$ cat src/rtl/seq_gen_pkg.sv
// Shared types and elaboration-time helpers for the serial pattern generator.
package seq_gen_pkg;

    typedef enum logic [1:0] {
        IDLE  = 2'd0,
        SHIFT = 2'd1,
        GAP   = 2'd2,
        DONE  = 2'd3
    } state_t;

    localparam int          MAX_PAT_W   = 32;
    localparam int          DEF_PAT_W   = 5;
    localparam logic [4:0]  DEF_PATTERN = 5'b10110;

    // Longest proper prefix of pat[w-1:0] that is also a suffix.
    function automatic int calc_ovl(input logic [MAX_PAT_W-1:0] pat, input int w);
        int ovl;
        logic [MAX_PAT_W-1:0] mask;
        ovl = 0;
        for (int l = 1; l < w; l++) begin
            mask = (MAX_PAT_W'(1) << l) - MAX_PAT_W'(1);
            if (((pat >> (w - l)) & mask) == (pat & mask)) ovl = l;
        end
        return ovl;
    endfunction

endpackage

$ cat src/rtl/seq_pattern_gen.sv
// Serial transmitter: shifts PATTERN (MSB first) out a programmable number of
// times, back-to-back with shared overlap bits or separated by idle gap bits.
module seq_pattern_gen
    import seq_gen_pkg::*;
#(
    parameter int               PAT_W    = DEF_PAT_W,
    parameter logic [PAT_W-1:0] PATTERN  = DEF_PATTERN,
    parameter int               CNT_W    = 4,
    parameter int               GAP_BITS = 1
) (
    input  logic             clk,
    input  logic             rst,
    input  logic             start,
    input  logic [CNT_W-1:0] reps,
    input  logic             ov,
    output logic             out_seq,
    output logic             out_valid,
    output logic             busy,
    output logic             done
);

    localparam int OVL   = calc_ovl(MAX_PAT_W'(PATTERN), PAT_W);
    localparam int IDX_W = $clog2(PAT_W);
    localparam int GAP_W = (GAP_BITS > 1) ? $clog2(GAP_BITS) : 1;

    localparam logic [IDX_W-1:0] IDX_TOP = IDX_W'(PAT_W - 1);
    localparam logic [IDX_W-1:0] IDX_OVL = IDX_W'(PAT_W - 1 - OVL);
    localparam logic [GAP_W-1:0] GAP_TOP = GAP_W'((GAP_BITS > 0) ? GAP_BITS - 1 : 0);

    state_t           state_q, state_n;
    logic [IDX_W-1:0] idx_q, idx_n;
    logic [GAP_W-1:0] gap_q, gap_n;
    logic [CNT_W-1:0] rem_q, rem_n;
    logic             ov_q, ov_n;
    logic             seq_d, valid_d, busy_d, done_d;

    // State and counters describe the bit currently on the line, so the
    // registered outputs are decoded from the next state.
    always_ff @(posedge clk) begin
        if (rst) begin
            state_q   <= IDLE;
            idx_q     <= '0;
            gap_q     <= '0;
            rem_q     <= '0;
            ov_q      <= 1'b0;
            out_seq   <= 1'b0;
            out_valid <= 1'b0;
            busy      <= 1'b0;
            done      <= 1'b0;
        end else begin
            state_q   <= state_n;
            idx_q     <= idx_n;
            gap_q     <= gap_n;
            rem_q     <= rem_n;
            ov_q      <= ov_n;
            out_seq   <= seq_d;
            out_valid <= valid_d;
            busy      <= busy_d;
            done      <= done_d;
        end
    end

    always_comb begin
        state_n = state_q;
        idx_n   = idx_q;
        gap_n   = gap_q;
        rem_n   = rem_q;
        ov_n    = ov_q;
        case (state_q)
            IDLE: begin
                if (start) begin
                    if (reps != '0) begin
                        state_n = SHIFT;
                        idx_n   = IDX_TOP;
                        rem_n   = reps;
                        ov_n    = ov;
                    end else begin
                        state_n = DONE;
                    end
                end
            end
            SHIFT: begin
                if (idx_q != '0) begin
                    idx_n = idx_q - 1'b1;
                end else begin
                    // rem counts repetitions including the one just finished,
                    // so it never wraps even at the maximum count.
                    rem_n = rem_q - 1'b1;
                    if (rem_q == CNT_W'(1)) begin
                        state_n = DONE;
                    end else if (ov_q) begin
                        idx_n = IDX_OVL;
                    end else if (GAP_BITS > 0) begin
                        state_n = GAP;
                        gap_n   = GAP_TOP;
                    end else begin
                        idx_n = IDX_TOP;
                    end
                end
            end
            GAP: begin
                if (gap_q == '0) begin
                    state_n = SHIFT;
                    idx_n   = IDX_TOP;
                end else begin
                    gap_n = gap_q - 1'b1;
                end
            end
            DONE:    state_n = IDLE;
            default: state_n = IDLE;
        endcase
    end

    always_comb begin
        seq_d   = 1'b0;
        valid_d = 1'b0;
        busy_d  = 1'b0;
        done_d  = 1'b0;
        case (state_n)
            SHIFT: begin
                seq_d   = PATTERN[idx_n];
                valid_d = 1'b1;
                busy_d  = 1'b1;
            end
            GAP: begin
                valid_d = 1'b1;
                busy_d  = 1'b1;
            end
            DONE:    done_d = 1'b1;
            default: ;
        endcase
    end

endmodule
$ cat config.mk
export PLATFORM = sky130hd
export DESIGN_NAME = seq_pattern_gen
export DESIGN_NICKNAME = d
export VERILOG_FILES = /design/src/rtl/seq_gen_pkg.sv /design/src/rtl/seq_pattern_gen.sv
export SDC_FILE = /design/constraint.sdc
export NUM_CORES = 1
export LEC_CHECK = 0
export CORE_UTILIZATION = 50
export CTS_BUF_LIST = sky130_fd_sc_hd__clkbuf_8
export CTS_CLUSTER_SIZE = 10
export DETAILED_ROUTE_END_ITERATION = 6
export PLACE_DENSITY = 0.74
export SYNTH_ARGS = -nofsm -noshare
export SYNTH_HDL_FRONTEND = slang
export SYNTH_SLANG_ARGS = --single-unit
$ cat constraint.sdc
create_clock -name clk -period 2 [get_ports clk]
set_input_delay 0.5 -clock clk [delete_from_list [all_inputs] [get_ports clk]]
set_output_delay 0.5 -clock clk [all_outputs]
set_load 0.03 [all_outputs]
==> impl_metrics.yaml <==
sta:
  timing.fmax_mhz: 522
  worstMarginPinSlew_ns: 0.380
  fin_crit_ns: 1.92
  setup_violations: 0
  rsz0062_at_grt: "false"
  skew_ns: 0.00690
  slew_viol_final: 0
  period_share: 0.958
  tns_ns: 0
  hold_viol: 0
  slew_headroom: 0.746
power:
  switching_share: 0.369
  power.total_uw: 1010
  p_sw_uw: 373
  power_leakage_uw: 0.000470
  peakVddDrop_uv: 613
  pwr-share-clk: 0.236
  sequentialPowerShare: 0.345
  p_int_uw: 638
  comb_power_share: 0.419
  p_per_area_nw_per_um2: 955
worst_setup_path:
  cp_slowest_cell: "clkdlybuf4s50_1"
  crit_fanout: 3
  max_stage_delay_ns: 0.55
  crit_path_end_kind: "flop"
  worstPathRequired_ns: 2.17
  worst_setup_path_start_kind: "primary input"
  cp_cell_sequence: "clkdlybuf4s50_1 -> nor3_1 -> a211oi_2 -> o211a_1 -> buf_4 -> nand4_1 -> a311oi_2"
  worstSetupPathType: "in2reg"
  cp_data_arrival_time_ns: 2.09
clock_tree:
  cts_setup_buffers: 0
  root_buffer: "clkbuf_8"
  cts_buffer_depth: 2
  cts_buffers: 3
  cts_tree: "yes"
  cts.sinks: 13
  clk_latency_ns: 0.25
  clkTransAtPathRegs_ns: 0.06
  cts_max_level: 1
synthesis:
  ys.flop_type: "dfxtp_1"
  syn_area_um2: 823
  ys_seq_elements: 13
  synth_area_leaders: "dfxtp_1, ha_1, nor2_1, nand2b_1, nand2_1"
  yosysTopAreaCellShare: 0.316
  yosys.cell_types.count: 38
  synth_edf_count: 0
  seq_area_frac_synth: 0.316
  synth.top_cells.by_count: "dfxtp_1, nor2_1, nand2_1"
  yosysMostFrequentCell: "dfxtp_1"
  syn_nets: 114
  synth_top_cell_by_area: "dfxtp_1"
  synth-async-reset-ratio: 0
  ys_warn_count: 0
  synth_cells: 100
  syn_area_per_cell_um2: 8.23
die:
  core-area_um2: 1520
  initial_utilization: 0.540
  dieArea_um2: 1810
  ios: 12
  die_x_um: 42.6
  num_rows: 14
  die_h_um: 42.6
cells_and_area:
  fill_cells: 116
  drive_gt1_frac: 0.161
  multi_input_area_um2: 529
  diodes: 0
  fin_cells: 134
  seq_area_um2: 260
  nNetsFinal: 133
  synthToLayoutAreaGrowth_pct: 28.6
route:
  routed_wl_um: 1770
  drtPass1Iterations: 4
  vias: 744
  drt-wirelength-per-cell_um: 13.2
  drtIter0Drc: 26
  antenna_left: 0
  drt-vias-per-instance: 5.55
  drt_drc_violations_left: 0
min_path:
  holdCritPathClass: "reg2reg"
placement:
  place_congestion: 0.864
  dp.cells: 130
  dpl.hpwl_um: 1280
  port_buffers: 11
grt:
  grt_first_pass_wirelength_um: 2880
  grt_pass1_vias: 647
  antenna_found_initial: 0
  grt_max_degree: 13
  gr-usage-all-layers: 0.219
  overflow: 0
outcome:
  outcome: "complete, no violations"
run:
  cap_violations: 0
-- area by class of cell --
cell class | instances | area share
multi-input combinational | 75 | 0.500
sequential | 13 | 0.246
timing repair buffer | 19 | 0.168
clock buffer | 3 | 0.0390
inverter | 7 | 0.0248
tap | 16 | 0.0189
clock inverter | 1 | 0.00355
-- power groups by stage --
| stage | combinational (uW) | sequential, uW | clock, uW |
|---|---|---|---|
| after floorplan | 278 | 357 | 0 |
| after global placement | 401 | 351 | 0 |
| after detailed placement | 407 | 353 | 0 |
| after CTS | 412 | 347 | 242 |
| after global routing | 471 | 355 | 253 |
| final | 423 | 349 | 239 |
-- timing repair --
action	in CTS	in global routing
hold buffers	0	0
resized for setup	0	6
endpoints found under the setup margin	0	5
-- stage by stage --
stage / utilization / setup WS (ns) / instance area [um^2] / hold slack (ns)
final: 0.695 / 0.0839 / 1060 / 0.527
after global placement: 0.644 / -0.230 / 982 / 0.500
after floorplan: - / 0.362 / 823 / 0.478
after global routing: 0.695 / 0.00432 / 1060 / 0.565
after detailed placement: 0.644 / -0.233 / 982 / 0.506
after CTS: 0.674 / 0.00826 / 1030 / 0.531
-- per-layer routing --
metal,up-vias,GRT usage,part of all wire
li1,382,-,-
met1,333,0.294,0.49
met2,24,0.314,0.44
met3,5,0.0517,0.047
met4,0,0.131,0.021
met5,-,0,0
-- logic make-up (layout without fill, tap and decap cells) --
family,count (synthesis),in the layout,synth area share
simple gates,45,45,0.304
fa+ha+maj,6,6,0.0912
mux,2,2,0.0243
flops,13,13,0.316
compound gates,22,22,0.195
buf+inv,12,30,0.0699
-- cells in the final DEF (no fill, tap or decap), drive strengths merged, types with 2 or more instances in the layout --
master	instances
nor3	5
dlymetal6s2s	3
inv	8
buf	8
ha	6
a21oi	5
nor2b	4
a211oi	2
clkdlybuf4s50	8
a21o	2
nor2	12
dfxtp	13
nor3b	2
nand2b	5
o21ai	6
nand2	8
mux2i	2
nand3b	2
clkbuf	3
-- worst max-delay path, delay by kind of cell --
kind / cells / cell delay [ns]
AOI/OAI and AO/OA: 3 / 0.74
and+or+nand+nor: 2 / 0.18
buffers and inverters: 2 / 0.66
-- sequential cells by signal, indices dropped and copies added (netlist names) --
signal	flops
out_seq	1
state_q	2
ov_q	1
done	1
idx_q	3
busy	1
rem_q	4
-- final timing paths --
path                 start        to  slack (ns)  cells past startpoint
setup / recovery     start   out_seq        0.08                      7
hold / removal    rem_q[2]  rem_q[2]        0.53                      2
setup reg to reg  rem_q[0]   out_seq        0.18                      6
hold reg to reg   rem_q[2]  rem_q[2]        0.53                      2
Power figures use the tool's default switching activity.
==> edit, RTL diff (same settings) <==
Register the inputs `start`, `reps` and `ov` before use, without a reset. The logic sees them one clock later.
--- a/src/rtl/seq_pattern_gen.sv
+++ b/src/rtl/seq_pattern_gen.sv
@@ -26,6 +26,16 @@
     localparam logic [IDX_W-1:0] IDX_TOP = IDX_W'(PAT_W - 1);
     localparam logic [IDX_W-1:0] IDX_OVL = IDX_W'(PAT_W - 1 - OVL);
     localparam logic [GAP_W-1:0] GAP_TOP = GAP_W'((GAP_BITS > 0) ? GAP_BITS - 1 : 0);
+
+    logic start_q;
+    logic [CNT_W-1:0] reps_q;
+    logic ov_r;
+
+    always_ff @(posedge clk) begin
+        start_q <= start;
+        reps_q  <= reps;
+        ov_r    <= ov;
+    end
 
     state_t           state_q, state_n;
     logic [IDX_W-1:0] idx_q, idx_n;
@@ -68,12 +78,12 @@
         ov_n    = ov_q;
         case (state_q)
             IDLE: begin
-                if (start) begin
-                    if (reps != '0) begin
+                if (start_q) begin
+                    if (reps_q != '0) begin
                         state_n = SHIFT;
                         idx_n   = IDX_TOP;
-                        rem_n   = reps;
-                        ov_n    = ov;
+                        rem_n   = reps_q;
+                        ov_n    = ov_r;
                     end else begin
                         state_n = DONE;
                     end
Check against the original RTL: not equivalent (Yosys sat finds a counterexample within 4 cycles, from zero or initial values and one cycle with rst high).
==> edit against the unedited design <==
  * Wire length decreased by 0.45%
  * Synthesized cell count is 1.0% higher
  * Largest cell class unchanged
  * Final area grew 8.5%
  * Area after synthesis rose by 12%
  * Non-clock buffer count fell by 2
  * Sequential power grew 32%
  * Sequential cell count rose by 6
  * Critical path type is now flop to flop
  * Worst setup slack better by 5.6 ps
  * Total power up 3.3%
==> edit: results (changes against the unedited design) <==
** Placement
- The number of placed instances with taps included was 138 (+6.2%).
- The routability congestion estimate from global placement was 0.8581 (-0.65%).
- The detailed placer's ending HPWL is 1349 µm (+5.1%).
- The worst slack after detailed placement came to 47.82 ps (+281.1 ps).

** Route
- The violation count after the first detailed-route iteration came to 24 (-7.7%).
- Per-cell via count in the routed design :: 5.301 (-4.5%)
- Met2 routed wirelength :: 809 µm (+3.2%)
- The routed length on met3 is 93 µm (+12%).
- The average wire per standard cell is 12.33 µm (-6.7%).

** Critical path
- In this run the critical register-to-register path is launched from rem_q[1].
- The delay of the slowest cell on the worst path came to 390 ps (-160 ps).
- Worst-path cell with the longest stage delay :: sky130_fd_sc_hd__or3b_4
- The kind of cell with the highest combined delay along the critical path is simple AND/OR/NAND/NOR gates.
- R2r setup slk :: 90 ps (-90 ps)
- The number of cells on the worst reg-to-reg path was 7 (+1).
- Kind of launch point of the worst setup path :: flop

** Pwr
- Leakage component of the power :: 0.4633 nW (-1.4%)
- The net switching component of the power came to 0.0003285 W (-12%).

** GRT
- The first-pass GRT wire length came to 2994 µm (+4.1%).

** Synthesis
- Sequential element share of the synthesized area :: 41.08% (+9.5 points)
- The commonest cells after synthesis are sky130_fd_sc_hd__dfxtp_1, sky130_fd_sc_hd__nor2_1, sky130_fd_sc_hd__a21oi_1, sky130_fd_sc_hd__inv_1, sky130_fd_sc_hd__nand2_1.
- Leading cell types by total area after synthesis :: sky130_fd_sc_hd__dfxtp_1, sky130_fd_sc_hd__ha_1, sky130_fd_sc_hd__nor2_1, sky130_fd_sc_hd__a21oi_1, sky130_fd_sc_hd__o41ai_4
- The arithmetic-cell share of the synthesized area counting full adders, half adders and majority gates is 8.108% (-1.0 points).

** Timing
- The worst hold margin is 468.0 ps (-59.24 ps).
- The final clock skew came to 0.6259 ps (-6.278 ps).
- Worst slew margin :: 71.39% (-3.3 points)

** Run status
- The run finished with clean final reports.

** Final layout
- Count of filler cells inserted in the layout :: 152 (+31%)
-- edit: cell types whose count changed in the layout (fill, tap and decap cells not counted), moves of 3 or more --
cell / change
sky130_fd_sc_hd__dlymetal6s2s_1: -3
sky130_fd_sc_hd__a21oi_1: +4
sky130_fd_sc_hd__nand2b_1: -4
sky130_fd_sc_hd__dfxtp_1: +5
sky130_fd_sc_hd__nor3_1: -3
sky130_fd_sc_hd__clkdlybuf4s50_1: +3
-- edit: how the worst min path moves through the flow --
stage,start,end
after floorplan,ov_r,ov_q
after detailed placement,rem_q[1],rem_q[1]
after CTS,rem_q[1],rem_q[1]
after global routing,rem_q[1],rem_q[1]
after global placement,rem_q[1],rem_q[1]
final,rem_q[1],rem_q[1]
-- edit: cell families (layout without fill, tap and decap cells) --
kind of cell,after synthesis,count (layout)
buf+inv,11,28
flops,19,19
compound gates,23,23
mux,2,2
fa+ha+maj,6,6
simple gates,40,40
-- edit: area by class of cell --
type / count / area [µm²] / area share [%]
Multi-Input combinational cell: 71 / 508.0 / 44.23
Sequential cell: 19 / 381.6 / 33.22
Timing Repair Buffer: 17 / 155.1 / 13.51
Clock buffer: 3 / 41.29 / 3.595
Tap cell: 25 / 31.28 / 2.723
Inverter: 7 / 26.28 / 2.288
Clock inverter: 1 / 5.005 / 0.4357
-- edit: routing by layer --
layer / vias up / GRT usage, %
met1: 341 / 27.43
li1: 388 / -
met2: 25 / 30.43
met4: 0 / 9.091
met3: 4 / 3.600
met5: - / 0
-- edit: power by group through the flow --
stage                     registers [W]  logic [W]  clock network [W]
after floorplan                0.000473   0.000211                  0
after global placement         0.000464   0.000304                  0
after detailed placement       0.000466   0.000311                  0
after CTS                      0.000457   0.000313           0.000268
after global routing           0.000465   0.000361           0.000289
final                          0.000459   0.000326           0.000260
